`src/rtl/mem_arbiter.sv`:
```
// rtl/mem_arbiter.sv - two-port round-robin arbiter/sequencer for the 32x8 synchronous-read data memory
module mem_arbiter #(
    parameter int ADDR_W     = 5,
    parameter int DATA_W     = 8,
    parameter int FIXED_PRIO = 0
) (
    input  logic              clk,
    input  logic              rst,
    input  logic              req0,
    input  logic              we0,
    input  logic [ADDR_W-1:0] addr0,
    input  logic [DATA_W-1:0] wdata0,
    output logic              ack0,
    input  logic              req1,
    input  logic              we1,
    input  logic [ADDR_W-1:0] addr1,
    input  logic [DATA_W-1:0] wdata1,
    output logic              ack1,
    output logic [DATA_W-1:0] rdata,
    output logic              busy,
    output logic              mem_rd,
    output logic              mem_wr,
    output logic [ADDR_W-1:0] mem_addr,
    output logic [DATA_W-1:0] mem_wdata,
    input  logic [DATA_W-1:0] mem_rdata
);

    typedef enum logic [1:0] {IDLE, ISSUE, RESP} state_t;

    state_t              state, state_nxt;
    logic                owner, owner_nxt;
    logic                last_grant, last_grant_nxt;
    logic                op_rd, op_rd_nxt;
    logic                grant;
    logic                ack0_nxt, ack1_nxt;
    logic                mem_rd_nxt, mem_wr_nxt;
    logic [ADDR_W-1:0]   mem_addr_nxt;
    logic [DATA_W-1:0]   mem_wdata_nxt;
    logic [DATA_W-1:0]   rdata_nxt;

    assign busy = (state != IDLE);

    always_ff @(posedge clk or posedge rst) begin
        if (rst) begin
            state      <= IDLE;
            owner      <= 1'b0;
            last_grant <= 1'b1;
            op_rd      <= 1'b0;
            ack0       <= 1'b0;
            ack1       <= 1'b0;
            mem_rd     <= 1'b0;
            mem_wr     <= 1'b0;
            mem_addr   <= '0;
            mem_wdata  <= '0;
            rdata      <= '0;
        end else begin
            state      <= state_nxt;
            owner      <= owner_nxt;
            last_grant <= last_grant_nxt;
            op_rd      <= op_rd_nxt;
            ack0       <= ack0_nxt;
            ack1       <= ack1_nxt;
            mem_rd     <= mem_rd_nxt;
            mem_wr     <= mem_wr_nxt;
            mem_addr   <= mem_addr_nxt;
            mem_wdata  <= mem_wdata_nxt;
            rdata      <= rdata_nxt;
        end
    end

    // On a tie, round-robin hands the grant to the port that did not win last time.
    always_comb begin
        if (req0 && req1)
            grant = (FIXED_PRIO != 0) ? 1'b0 : ~last_grant;
        else
            grant = req1;
    end

    always_comb begin
        state_nxt      = state;
        owner_nxt      = owner;
        last_grant_nxt = last_grant;
        op_rd_nxt      = op_rd;
        ack0_nxt       = 1'b0;
        ack1_nxt       = 1'b0;
        mem_rd_nxt     = mem_rd;
        mem_wr_nxt     = mem_wr;
        mem_addr_nxt   = mem_addr;
        mem_wdata_nxt  = mem_wdata;
        rdata_nxt      = rdata;
        case (state)
            IDLE: begin
                if (req0 || req1) begin
                    owner_nxt      = grant;
                    last_grant_nxt = grant;
                    op_rd_nxt      = grant ? ~we1 : ~we0;
                    mem_rd_nxt     = grant ? ~we1 : ~we0;
                    mem_wr_nxt     = grant ? we1 : we0;
                    mem_addr_nxt   = grant ? addr1 : addr0;
                    mem_wdata_nxt  = grant ? wdata1 : wdata0;
                    state_nxt      = ISSUE;
                end
            end
            ISSUE: begin
                mem_rd_nxt = 1'b0;
                mem_wr_nxt = 1'b0;
                state_nxt  = RESP;
            end
            RESP: begin
                if (op_rd)
                    rdata_nxt = mem_rdata;
                ack0_nxt  = ~owner;
                ack1_nxt  = owner;
                state_nxt = IDLE;
            end
            default: state_nxt = IDLE;
        endcase
    end

endmodule

```
`config.mk`:
```
export PLATFORM = sky130hd
export DESIGN_NAME = mem_arbiter
export DESIGN_NICKNAME = d
export VERILOG_FILES = /design/src/rtl/mem_arbiter.sv
export SDC_FILE = /design/constraint.sdc
export NUM_CORES = 1
export LEC_CHECK = 0
export BUFFER_PORTS_ARGS = -buffer_cell sky130_fd_sc_hd__buf_2
export CORE_MARGIN = 2
export CORE_UTILIZATION = 35
export CTS_BUF_LIST = sky130_fd_sc_hd__clkbuf_4 sky130_fd_sc_hd__clkbuf_8 sky130_fd_sc_hd__clkbuf_16
export DETAILED_ROUTE_END_ITERATION = 8
export GPL_TIMING_DRIVEN = 0
export PLACE_DENSITY = 0.67
export SLEW_MARGIN = 30
export SYNTH_ARGS = -nofsm -noshare
export SYNTH_HDL_FRONTEND = slang
export SYNTH_SLANG_ARGS = --single-unit
export TNS_END_PERCENT = 5
```
`constraint.sdc`:
```
create_clock -name clk -period 2.1 [get_ports clk]
set_clock_uncertainty 0.2 [all_clocks]
set_input_delay 0.42 -clock clk [delete_from_list [all_inputs] [get_ports clk]]
set_output_delay 0.42 -clock clk [all_outputs]
set_load 0.01 [all_outputs]
```
---- After elaboration in Yosys (flattened, before gate mapping) ----
Index checks and enable logic that the tools add are counted.
word-level totals
  flip-flop bits (word level) ............. 30
  input bits .............................. 40
  output and inout port bits .............. 26
operators by class
  eq/ne operators ......................... 3
  mux-type cells .......................... 13
  bitwise gates (word level) .............. 4
  reductions and logical operators ........ 8
operator list
  kind                  number
  $mux W8               1
  $mux W1               7
  $reduce_and A2 Y1     3
  $mux W5               1
  $not A1 Y1            4
  $pmux W1 S2           2
  $pmux W2 S2           1
  $reduce_bool A2 Y1    2
  $eq A2 B1 Y1 const B  1
  $eq A2 B2 Y1 const B  1
  $logic_not A2 Y1      1
  $mux W2               1
  $ne A2 B2 Y1 const B  1
  $logic_and A1 B1 Y1   1
  $logic_or A1 B1 Y1    1

---- Depth between registers and ports, before layout ----
Gate-level depths: netlist of the first run.
  depth after elaboration ................. 5
  depth in mapped cells ................... 5
  depth with buffers taken out ............ 4

---- Least setup slack after synthesis of the first run ----
Ideal clock, no wire load.
  path type ............................... input to register
  from .................................... in req1
  to ...................................... reg mem_addr[0]
  setup time .............................. 0.122 ns
  arrival ................................. 1.160 ns
  slack ................................... 0.618 ns
  cell stages on the path ................. 5
  cells stage by stage .................... a21boi_1 buf_4 buf_6 mux2i_1 a21oi_2
on the way
  longest elaborated chain between the ends .. 3
  elaborated cells on any way between the ends .. 5
  those cells by class .................... 2 x mux; 3 x reduce/logical
RTL lines
  what                    RTL line  RTL
  start: declaration      14        input logic req1,
  $logic_and A1 B1 Y1     73        if (req0 && req1)
  $mux W1                 73
  $mux W5                 99        mem_addr_nxt = grant ? addr1 : addr0;
  end signal: assignment  65        mem_addr <= mem_addr_nxt;
  end: declaration        23        output logic [ADDR_W-1:0] mem_addr,
Several ways; a longest one is shown, not always the timed one.
A chain may end at the register's enable or synchronous reset.

---- Worst setup path after layout of the first run ----
  from .................................... reg state[1]
  to ...................................... out busy
on the way
  longest elaborated chain between the ends .. 1
RTL lines
  what                      RTL line  RTL
  start: declaration        30        state_t state, state_nxt;
  start signal: assignment  57        state <= state_nxt;
  $reduce_bool A2 Y1        41        assign busy = (state != IDLE);
  end: declaration          20        output logic busy,
No other way between the ends.

==> impl_metrics.csv, run 1 <==
group,metric,value,unit
run_status,status,"finished, final reports clean",
clock_tree,cts_buffer_depth,2,
yosys,synth_top_cell_area_share,55.19,%
yosys,synth-edff-count,0,
critical_path,crit_chain,"or2_4 > buf_2",
global_route,globalRoute.totalOverflow,0,
drt,detail_route.iter0.violations,16,
global_route,initial_antenna_violation_count,0,
global_route,grt_pass1_wl,4560,um
finish,fill_cells,354,
critical_path,critical-path-max-stage-delay,420,ps
pwr,power.combinational.fraction,43.5,%
floorplanning,floorplan.initialDensity,36.19,%
clock_tree,numCtsBuffers,5,
pwr,power.internal,1.651,mW
critical_path,worstSetupEndpointType,"output pin",
timing,layout_worst_path_cycle_share,84.37,%
yosys,synth_area_leader_cell,"sky130_fd_sc_hd__dfrtp_1",
yosys,synth_cell_types,21,
finish,n_antenna_cell,0,
clock_tree,cts_root_buf,"sky130_fd_sc_hd__clkbuf_8",
finish,area.sequential,752.0,sq um
critical_path,crit_required,1480,ps
floorplanning,placementRows,22,
yosys,synth_area_per_cell,13.02,sq um
finish,finish.utilization,49.07,%
timing,slew_viol_final,0,
pwr,pd_cells,1424,mW/mm^2
yosys,synthesis.area,0.001315,sq mm
placement,port_buffers,65,
drt,wl,2687,um
clock_tree,clock_tree_from_tritoncts,"done",
yosys,syn_nets,141,
finish,syn_to_final_growth,35.59,%
pwr,p_sw,887.0,uW
drt,route.detailed.vias_per_inst,4.559,
floorplanning,overall_die_area,0.004263,sq mm
critical_path,timing.critical_path.max_delay_family,"flip-flops",
floorplanning,chipWidth,65.30,um
drt,post-route-drc-count,0,
clock_tree,post_cts_setup_bufs,0,
pwr,leakage_component_of_the_power,0.8850,nW
critical_path,crit_fanout,6,
yosys,synthArstFlopShare,100.0,%
drt,detailed_routing_iterations_pass_1,4,
placement,placement.setup.worst_slack,416.9,ps
critical_path,r2r_slack,530,ps
finish,final_non_filler_cell_area,0.001783,sq mm
critical_path,timing.critical_path.arrival,1150,ps
timing,setup_slack,328.2,ps
yosys,leading_cell_type_by_number_of_instances_after_synthesis,"sky130_fd_sc_hd__dfrtp_1",
pwr,clock_share_of_power,17.0,%
yosys,synthesis.instances,101,
timing,final.setup.tns,0,ps
timing,timing.max_slew.rel_slack,58.15,%
pwr,power.share.switching,34.94,%
drt,route.antenna.remaining_nets,0,
pwr,p_total,2.538,mW
yosys,synth-main-ff-cell,"sky130_fd_sc_hd__dfrtp_1",
yosys,synth_top_cells_by_count,"sky130_fd_sc_hd__dfrtp_1, sky130_fd_sc_hd__nor2_1, sky130_fd_sc_hd__mux2i_1",
critical_path,rr_startpoint,"state[1]$_DFFE_PP0P_",
timing,rsz0062_at_grt,"false",
floorplanning,design.portCount,66,
pwr,worst_supply_voltage_drop_on_vdd,569.5,uV
placement,placement.cell_area,0.001700,sq mm
drt,vias,1003,
clock_tree,htreeDepth,2,
yosys,seq_area_frac_synth,57.18,%
global_route,vias_in_the_first_global_route,1085,
clock_tree,post_cts_resized,0,
finish,multiInputGateArea,503.0,sq um
flow_run,timing.max_cap.violations,0,
floorplanning,die_h,65.30,um
critical_path,critPathKind,"flop to output pin",
global_route,grt_max_degree,31,
floorplanning,core,0.003633,sq mm
timing,final-setup-viol-count,0,
yosys,yosysWarnings,0,
critical_path,critical_path_startpoint,"state[1]$_DFFE_PP0P_",
yosys,synth.top_cells.by_area,"sky130_fd_sc_hd__dfrtp_1, sky130_fd_sc_hd__mux2i_1, sky130_fd_sc_hd__mux2_2, sky130_fd_sc_hd__a21oi_2, sky130_fd_sc_hd__nor2_1",
timing,layout_min_cycle_time,1772,ps
placement,gp_routability_congestion,0.6611,
timing,finalHoldViolations,0,
finish,final_net_count,213,
finish,drive_gt1_share,59.30,%
drt,drt-wirelength-per-cell,12.21,um
clock_tree,clk-insertion-delay-late,270,ps
clock_tree,cts.sinks,30,
timing,max_freq,0.5644,GHz
global_route,gr-usage-all-layers,14.34,%
critical_path,element_type_at_the_critical_path_start,"flop",
clock_tree,post_cts_hold_buffer_count,0,
critical_path,cp_num_buf_inv,1,
timing,tightestPinTransition,626.9,ps
clock_tree,path_clk_slew,60,ps
yosys,ffs_latches_synth,30,
pwr,power_frac_seq,39.5,%
worst_hold_path,hold_path_class,"primary input to async pin",
critical_path,crit_slowest_cell,"sky130_fd_sc_hd__dfrtp_1",
[power by group through the flow]
stage / sequential, mW / combinational [mW] / clock (mW)
global placement: 0.998 / 1.09 / 0
CTS: 1.01 / 1.13 / 0.455
detailed placement: 1.02 / 1.13 / 0
global route: 1.04 / 1.21 / 0.486
floorplan: 1.11 / 0.622 / 0
finish: 1.00 / 1.10 / 0.432
[layout by cell type, fill, tap and decap left out]
cell,instances
sky130_fd_sc_hd__and3_1,1
sky130_fd_sc_hd__dfrtp_1,29
sky130_fd_sc_hd__nand2_2,1
sky130_fd_sc_hd__nor2_1,15
sky130_fd_sc_hd__nand3_1,1
sky130_fd_sc_hd__dfstp_2,1
sky130_fd_sc_hd__mux2_2,10
sky130_fd_sc_hd__mux2i_1,14
sky130_fd_sc_hd__a21oi_1,4
sky130_fd_sc_hd__buf_4,2
sky130_fd_sc_hd__buf_2,65
sky130_fd_sc_hd__buf_6,2
sky130_fd_sc_hd__a21oi_2,10
sky130_fd_sc_hd__or2_4,1
sky130_fd_sc_hd__o21ai_0,2
sky130_fd_sc_hd__clkbuf_8,6
sky130_fd_sc_hd__inv_1,1
sky130_fd_sc_hd__buf_8,1
sky130_fd_sc_hd__nor3b_1,1
sky130_fd_sc_hd__a21boi_1,1
sky130_fd_sc_hd__o221a_2,1
sky130_fd_sc_hd__inv_2,1
sky130_fd_sc_hd__nor2_8,1
sky130_fd_sc_hd__nand2_1,1
[final timing paths]
path,to,cells after the start
setup / recovery,busy,2
hold / removal,mem_wdata[2]$_DFFE_PP0P_,2
setup reg to reg,mem_wdata[5]$_DFFE_PP0P_,5
hold reg to reg,ack0$_DFF_PP0_,1
max in group asynchronous,mem_addr[3]$_DFFE_PP0P_,2
min in group clk,rdata[2]$_DFFE_PP0P_,2
[state kept, by name, summed over array words and instances, names as in the netlist]
signal and count:
op_rd 1, last_grant 1, ack1 1, rdata 8, owner 1, mem_wr 1, mem_wdata 8, ack0 1
mem_addr 5, mem_rd 1, state 2
[per-stage QoR]
stage               hold WS (ps)  std cells
floorplan                  219.0        101
global placement           245.2        214
detailed placement         244.7        214
CTS                        38.61        220
global route               66.21        220
finish                     28.10        220
[worst register-to-register path: stages (launching register included)]
cell and delay (ps):
sky130_fd_sc_hd__dfrtp_1 420, sky130_fd_sc_hd__or2_4 310, sky130_fd_sc_hd__nor2_8 140, sky130_fd_sc_hd__buf_6 160
sky130_fd_sc_hd__buf_8 160, sky130_fd_sc_hd__a21oi_2 60
[kinds of logic after synthesis]
family / Yosys count / synth area share [%]
flip-flops: 30 / 57.18
AND/OR/NAND/NOR: 22 / 8.658
buffers and inverters: 7 / 4.567
AO/OA/AOI/OAI: 18 / 10.37
multiplexers: 24 / 19.22
[cell type report]
cell class / instances / area share [%]
clock buffer: 6 / 4.632
buffer: 5 / 2.947
tap: 48 / 3.368
multi-input combinational: 64 / 28.21
timing repair buffer: 65 / 18.25
sequential: 30 / 42.18
inverter: 2 / 0.4211
[routing by layer]
metal,share of wire [%],vias up,global-route usage [%]
li1,-,490,-
met1,39,456,13.84
met2,49,53,26.40
met3,11,4,7.021
met4,1.0,0,4.688
met5,0,-,0
(Power assumes the default switching activity.)
==> inputs of run 2 (changes only) <==
--- a/config.mk
+++ b/config.mk
@@ -11,7 +11,7 @@
 export CTS_BUF_LIST = sky130_fd_sc_hd__clkbuf_4 sky130_fd_sc_hd__clkbuf_8 sky130_fd_sc_hd__clkbuf_16
 export DETAILED_ROUTE_END_ITERATION = 8
 export GPL_TIMING_DRIVEN = 0
-export PLACE_DENSITY = 0.67
+export PLACE_DENSITY = 0.69
 export SLEW_MARGIN = 30
 export SYNTH_ARGS = -nofsm -noshare
 export SYNTH_HDL_FRONTEND = slang
==> constraint.sdc (replaced) <==
create_clock -name clk -period 1.5 [get_ports clk]
set_clock_uncertainty 0.2 [all_clocks]
set_input_delay 0.3 -clock clk [delete_from_list [all_inputs] [get_ports clk]]
set_output_delay 0.3 -clock clk [all_outputs]
set_load 0.01 [all_outputs]
==> impl_metrics.csv, run 2 (same netlist as run 1, synthesis figures left out) <==
group,metric,value,unit
run_status,status,"finished with violations",
run_status,violations,"setup timing",
timing,layout_worst_path_cycle_share,105.7,%
timing,tightestPinTransition,596.8,ps
drt,post-route-drc-count,0,
floorplanning,design.portCount,66,
global_route,globalRoute.totalOverflow,0,
critical_path,rr_startpoint,"last_grant$_DFFE_PP1P_",
finish,final_net_count,216,
drt,vias,1020,
global_route,initial_antenna_violation_count,0,
clock_tree,cts.sinks,30,
drt,route.antenna.remaining_nets,0,
timing,slew_viol_final,0,
pwr,pd_cells,1989,mW/mm^2
timing,final-setup-viol-count,1,
clock_tree,cts_buffer_depth,2,
critical_path,r2r_slack,0,ps
drt,wl,2806,um
clock_tree,cts_root_buf,"sky130_fd_sc_hd__clkbuf_8",
critical_path,crit_required,1000,ps
finish,area.sequential,752.0,sq um
critical_path,worstSetupEndpointType,"output pin",
finish,drive_gt1_share,64.97,%
floorplanning,core,0.003633,sq mm
global_route,grt_max_degree,31,
drt,detail_route.iter0.violations,12,
global_route,gr-usage-all-layers,14.97,%
finish,fill_cells,330,
placement,placement.setup.worst_slack,-81.67,ps
flow_run,timing.max_cap.violations,0,
placement,port_buffers,65,
clock_tree,path_clk_slew,60,ps
floorplanning,die_h,65.30,um
timing,timing.max_slew.rel_slack,60.15,%
floorplanning,chipWidth,65.30,um
pwr,worst_supply_voltage_drop_on_vdd,682.5,uV
critical_path,crit_chain,"or2_4 > buf_6",
placement,dpl.hpwl,2038,um
placement,gp_routability_congestion,0.6770,
critical_path,worst_r2r_endpoint,"mem_wdata[6]$_DFFE_PP0P_",
timing,rsz0062_at_grt,"true",
finish,instances_no_fill,225,
critical_path,worstSetupEndpoint,"busy",
finish,final_cell_mix,"sky130_fd_sc_hd__buf_2, sky130_fd_sc_hd__dfrtp_1, sky130_fd_sc_hd__nor2_1, sky130_fd_sc_hd__a21oi_2, sky130_fd_sc_hd__mux2_2",
finish,largest_registers,"mem_wdata x8, rdata x8, mem_addr x5",
global_route,vias_in_the_first_global_route,1094,
finish,final_common_cell,"sky130_fd_sc_hd__buf_2",
pwr,leakage_component_of_the_power,0.9138,nW
clock_tree,clk-insertion-delay-late,280,ps
critical_path,critical-path-max-stage-delay,380,ps
worst_hold_path,hold_path_class,"primary input to flop",
critical_path,timing.critical_path.arrival,1090,ps
critical_path,critical_path_startpoint,"state[0]$_DFFE_PP0P_",
placement,place_inst,214,
critical_path,critPathKind,"flop to output pin",
critical_path,crit_fanout,4,
clock_tree,clock_tree_from_tritoncts,"done",
finish,syn_to_final_growth,44.43,%
floorplanning,placementRows,22,
critical_path,worst_r2r_path_depth,5,
drt,detailed_routing_iterations_pass_1,4,
critical_path,crit_slowest_cell,"sky130_fd_sc_hd__dfrtp_1",
finish,multiInputGateArea,554.3,sq um
clock_tree,htreeDepth,2,
timing,finalHoldViolations,0,
floorplanning,overall_die_area,0.004263,sq mm
timing,max_freq,0.6309,GHz
timing,layout_min_cycle_time,1585,ps
finish,n_antenna_cell,0,
drt,route.detailed.vias_per_inst,4.533,
critical_path,element_type_at_the_critical_path_start,"flop",
drt,drt-wirelength-per-cell,12.47,um
floorplanning,floorplan.initialDensity,36.19,%
global_route,grt_pass1_wl,4643,um
clock_tree,numCtsBuffers,5,
timing,setup_slack,-85.12,ps
finish,finish.utilization,52.27,%
[run 2: cell count changes in the layout (fill, tap and decap cells not counted), sizes merged]
cell | before | now
clkbuf | 6 | 7
dlygate4sd3 | 0 | 1
clkinv | 0 | 1
buf | 70 | 72
[run 2: layout make-up]
type / instances / area share [%]
inverters: 2 / 0.3953
plain buffers: 5 / 3.887
clock buffers: 7 / 4.743
clock inverters: 1 / 0.2635
repair buffers: 68 / 18.77
well taps: 48 / 3.162
multi-input cells: 64 / 29.18
flip-flops and latches: 30 / 39.59
[run 2: repair_timing]
item / CTS / global route
hold buffers: 1 / 0
resized for setup: 8 / 9
pin swaps: 2 / 4
endpoints found under the hold margin: 29 / 0
setup endpoints to repair: 20 / 14
setup buffers: 1 / 1
gates cloned: 0 / 0
[run 2: worst min path at each step]
| stage | startpoint | to | slack (ps) | depth (start not counted) |
|---|---|---|---|---|
| after floorplan | rst | ack0$_DFF_PP0_ | 190 | 1 |
| after global placement | owner$_DFFE_PP0P_ | ack0$_DFF_PP0_ | 240 | 1 |
| after detailed placement | rst | rdata[0]$_DFFE_PP0P_ | 210 | 2 |
| after CTS | mem_rdata[6] | rdata[6]$_DFFE_PP0P_ | 50 | 2 |
| after global routing | mem_rdata[4] | rdata[4]$_DFFE_PP0P_ | 40 | 2 |
| final | mem_rdata[4] | rdata[4]$_DFFE_PP0P_ | 50 | 2 |
[run 2: per-stage QoR]
stage | TNS, ps | area (sq um) | hold WS (ps) | power [mW]
CTS | -131.9 | 1849 | 45.88 | 3.771
detailed placement | -601.1 | 1700 | 212.0 | 2.989
floorplan | 0 | 1315 | 190.1 | 2.432
global route | -241.5 | 1899 | 43.96 | 4.058
finish | -85.12 | 1899 | 52.53 | 3.778
global placement | -445.4 | 1700 | 240.4 | 2.924
[run 2: critical path: cells and delay by family (launching register included)]
kind | cells | cell delay, ps
flops | 1 | 380
buf+inv | 1 | 130
simple gates | 1 | 290
[run 2: power breakdown]
| part | switching (mW) | leakage [nW] | total [mW] | internal, mW |
|---|---|---|---|---|
| registers | 0.192 | 0.349 | 1.40 | 1.21 |
| clock network | 0.291 | 0.0517 | 0.678 | 0.387 |
| logic | 0.845 | 0.513 | 1.70 | 0.855 |
| total | 1.33 | 0.914 | 3.78 | 2.45 |
[run 2: metal layers]
metal	global-route usage, %	part of all wire, %	up-vias
li1	-	-	499
met1	15.19	39	473
met2	26.28	52	41
met3	3.596	6.0	7
met4	11.46	3.3	0
met5	0	0	-
